`src/rtl/silly_sweep_ctrl.sv`:
```
// Self-test sequencer: sweeps {a,b,c} through 000..111, samples y after a settle delay,
// and compares against a golden truth table, reporting a pass/fail summary with a done pulse.
module silly_sweep_ctrl #(
  parameter int unsigned SETTLE   = 2,
  parameter logic [7:0]  EXPECTED = 8'h31
) (
  input  logic       clk,
  input  logic       reset,
  input  logic       start,
  output logic       a,
  output logic       b,
  output logic       c,
  input  logic       y,
  output logic       busy,
  output logic       done,
  output logic       pass,
  output logic [3:0] fail_count,
  output logic [2:0] first_fail,
  output logic [7:0] result
);

  typedef enum logic [1:0] {StIdle, StWait, StSample, StDone} state_e;

  localparam logic [3:0] SettleLast = 4'(SETTLE - 1);

  state_e     state_q, state_d;
  logic [2:0] idx_q, idx_d;
  logic [3:0] cnt_q, cnt_d;
  logic       busy_q, busy_d;
  logic       done_q, done_d;
  logic       pass_q, pass_d;
  logic [3:0] fail_count_q, fail_count_d;
  logic [2:0] first_fail_q, first_fail_d;
  logic [7:0] result_q, result_d;

  always_comb begin
    state_d      = state_q;
    idx_d        = idx_q;
    cnt_d        = cnt_q;
    busy_d       = busy_q;
    done_d       = 1'b0;
    pass_d       = pass_q;
    fail_count_d = fail_count_q;
    first_fail_d = first_fail_q;
    result_d     = result_q;

    unique case (state_q)
      StIdle: begin
        busy_d = 1'b0;
        if (start) begin
          state_d      = StWait;
          idx_d        = 3'd0;
          cnt_d        = 4'd0;
          busy_d       = 1'b1;
          pass_d       = 1'b0;
          fail_count_d = 4'd0;
          first_fail_d = 3'd0;
          result_d     = 8'd0;
        end
      end
      StWait: begin
        if (cnt_q == SettleLast) begin
          state_d = StSample;
        end else begin
          cnt_d = cnt_q + 4'd1;
        end
      end
      StSample: begin
        result_d[idx_q] = y;
        if (y != EXPECTED[idx_q]) begin
          fail_count_d = fail_count_q + 4'd1;
          // Only the lowest mismatching index is kept; vectors arrive in ascending order.
          if (fail_count_q == 4'd0) begin
            first_fail_d = idx_q;
          end
        end
        if (idx_q == 3'd7) begin
          state_d = StDone;
          done_d  = 1'b1;
          pass_d  = (fail_count_d == 4'd0);
        end else begin
          state_d = StWait;
          idx_d   = idx_q + 3'd1;
          cnt_d   = 4'd0;
        end
      end
      StDone: begin
        state_d = StIdle;
        busy_d  = 1'b0;
      end
      default: begin
        state_d = StIdle;
      end
    endcase
  end

  always_ff @(posedge clk) begin
    if (reset) begin
      state_q      <= StIdle;
      idx_q        <= 3'd0;
      cnt_q        <= 4'd0;
      busy_q       <= 1'b0;
      done_q       <= 1'b0;
      pass_q       <= 1'b0;
      fail_count_q <= 4'd0;
      first_fail_q <= 3'd0;
      result_q     <= 8'd0;
    end else begin
      state_q      <= state_d;
      idx_q        <= idx_d;
      cnt_q        <= cnt_d;
      busy_q       <= busy_d;
      done_q       <= done_d;
      pass_q       <= pass_d;
      fail_count_q <= fail_count_d;
      first_fail_q <= first_fail_d;
      result_q     <= result_d;
    end
  end

  assign {a, b, c}  = idx_q;
  assign busy       = busy_q;
  assign done       = done_q;
  assign pass       = pass_q;
  assign fail_count = fail_count_q;
  assign first_fail = first_fail_q;
  assign result     = result_q;

endmodule

```
`config.mk`:
```
export PLATFORM = sky130hd
export DESIGN_NAME = silly_sweep_ctrl
export DESIGN_NICKNAME = d
export VERILOG_FILES = /design/src/rtl/silly_sweep_ctrl.sv
export SDC_FILE = /design/constraint.sdc
export NUM_CORES = 1
export LEC_CHECK = 0
export ABC_AREA = 1
export CAP_MARGIN = 30
export CORE_AREA = 2 2 55 57
export DETAILED_ROUTE_END_ITERATION = 12
export DIE_AREA = 0 0 57 59
export PLACE_DENSITY_LB_ADDON = 0.25
export SETUP_SLACK_MARGIN = 0.4
export SYNTH_ARGS = -nofsm -noshare
export SYNTH_HDL_FRONTEND = slang
export SYNTH_SLANG_ARGS = --single-unit
export TNS_END_PERCENT = 100
```
`constraint.sdc`:
```
create_clock -name clk -period 4.91 [get_ports clk]
set_clock_uncertainty 0.2 [all_clocks]
set_input_delay 0.7365 -clock clk [delete_from_list [all_inputs] [get_ports clk]]
set_output_delay 0.7365 -clock clk [all_outputs]
set_load 0.03 [all_outputs]
```
==> metrics <==
R2R depth=11; Hold Path Cell Cnt=2; Routed WL=3005 um; leading area contributor after synthesis=dfxtp_1; grt ovf=0; synthesized area per cell=6.977 um^2; # rows=19; core area=2710 um^2; hpwl dp=2230 um; critical path peak fanout=9; FF+latch count, synth=28; Area Overhead vs Synth=20.41%; Worst Path Arrival=1600 ps; Power Density=approximately 370 nW/um^2; Pwr Total=668.7 uW; Synth Cell Area=about 1500 um^2; layout cells sized above 1=under 10%; area of placed instances=1770 um^2; vias per inst=between 5 and 6; top_reg_cell synth=dfxtp_1; Tmin final=2533 ps; largest net degree at the start of global routing=25; most common cell in the netlist=nand2_1; f_max=394.8 MHz; Slew Viols, Final=0; MaxCap Viol Count=0; first-pass GRT wire length=5161 um; wire per inst=11.01 um; post-synth top area share=between 30% and 40%; pre-CTS setup slack=2381 ps; Final Hold Vio Count=0; Clk pin slew, worst setup/hold paths=150 ps; vias in the first global route=1263; relative slew slack=42.58%; post-CTS setup buffers=0; critical path's slowest cell=clkdlybuf4s50_1; antenna cells=0; fin crit share=51.59%; crit-path max cell delay=740 ps; CTS max path bufs=2; Initial Utilization=a little under three fifths; crit path launch type=flip-flop; Peak VDD IR=approximately 220 uV; TritonCTS clock tree=yes; Buf/Inv on CP=1; Worst Tran Pin Value=858.6 ps; Post-CTS Hold Fix Bufs=0; drt drc=0; FILL cells=254; Critical Path Stages=1; first drt pass iteration count=4; final setup fails=0; nets=between 200 and 300; Design Area, Final=1823 um^2; DIE HEIGHT=a little under 60 um; CP Capture Type=primary output; overall routing resource usage=about a fifth; Setup CP Type=reg -> out; cts repair resizes=0; Syn Inst Count=217; CTS H-tree depth=1; Clock Sinks=28; initial drt markers=71; initial antenna violation count=0; Synth Warn #=0; Leak Pwr=0.0007524 uW; RSZ-0062 raised after global routing=no; Die X=57 um; WP data required=between 3000 and 4000 ps; Syn Nets=232; outcome=finished, final reports clean; Hold Path Class=reg -> reg; CTS Buf Count=3; Synth cell types=21; io pins=25; CP delay by family, top=buffers and inverters; Final WS setup=~2400 ps; critical path cell sequence=clkdlybuf4s50_1; Async SR Flop Fraction=0%; Die ar.=3363 um^2; I/O Buffers=24; dominant cells by area after synthesis=dfxtp_1, nand2_1, ha_1; CTS root buf=clkbuf_4; most frequent cells after synthesis=nand2_1, dfxtp_1, inv_1; setup TNS=0 ps; Antenna Violating Nets Remaining=0; Post-synth EDFFs=0; via count=between 1000 and 1500; register area share after synthesis=a little under two fifths; RD Place Congestion=0.8470; Clock Latency Late Sink=around 330 ps
routing by layer:
layer / track usage (%) / wire (um) / up-vias
met5: 0 / 0 / -
met4: 7.309 / 17 / 0
met3: 1.965 / 96 / 2
met2: 33.66 / 1443 / 18
met1: 24.04 / 1447 / 632
li1: - / - / 752
worst paths after layout:
check | slack [ps] | start | end
worst max-delay path | 2380 | idx_q[0]$_SDFFE_PP0N_ | c
worst min-delay path | 270 | busy$_SDFFE_PP0P_ | busy$_SDFFE_PP0P_
worst max register to register | 2910 | state_q[0]$_SDFFE_PP0P_ | flip-flop
worst min register to register | 270 | busy$_SDFFE_PP0P_ | busy$_SDFFE_PP0P_
layout by cell type, fill, tap and decap left out, drive strengths merged:
| cell type | Yosys | layout |
|---|---|---|
| nand3 | 9 | 9 |
| a21oi | 24 | 24 |
| dfxtp | 28 | 28 |
| nand2 | 66 | 66 |
| o22ai | 1 | 1 |
| bufinv | 0 | 1 |
| xor2 | 1 | 1 |
| nor2 | 15 | 15 |
| clkdlybuf4s50 | 0 | 24 |
| o21ai | 16 | 16 |
| inv | 29 | 29 |
| nand4 | 5 | 5 |
| ha | 11 | 11 |
| nor3 | 8 | 8 |
| a211oi | 1 | 1 |
| clkbuf | 2 | 3 |
sequential cells by signal (all words and copies together), names as in the netlist, 2 cells and up, named ones only:
register and cells:
result 8, cnt_q 4, fail_count 4, first_fail 3
idx_q 3, state_q 2
where the power goes:
group / internal (uW) / switching [uW]
Combinational: 80.1 / 171
Clock: 82.5 / 68.6
Sequential: 246 / 21.5
Total: 408 / 261
kinds of logic (layout without fill, tap and decap cells):
kind of cell,Yosys count,after routing,share of synthesized area (%)
DFF,28,28,37.02
and+or+nand+nor,103,103,29.92
adders and majority gates,11,11,9.091
xor gates and xnor gates,1,1,0.5786
AOI/OAI and AO/OA,42,42,14.55
buffers and inverters,32,57,8.843
through the flow:
step	std cells	util (%)	hold slack [ps]
floorplan	217	-	262.9
global placement	269	65.33	243.7
detailed placement	269	65.33	247.0
CTS	273	67.27	267.5
global route	273	67.27	297.6
finish	273	67.27	267.0
cell type report:
| cell class | count | area [um^2] | area share [%] |
|---|---|---|---|
| multi-input cells | 157 | 819.5 | 44.96 |
| well taps | 31 | 38.79 | 2.128 |
| clock buffers | 3 | 22.52 | 1.235 |
| clock inverters | 1 | 30.03 | 1.647 |
| inverters | 29 | 111.4 | 6.108 |
| flip-flops and latches | 28 | 560.5 | 30.75 |
| repair buffers | 24 | 240.2 | 13.18 |
Power figures use the tool's default switching activity.
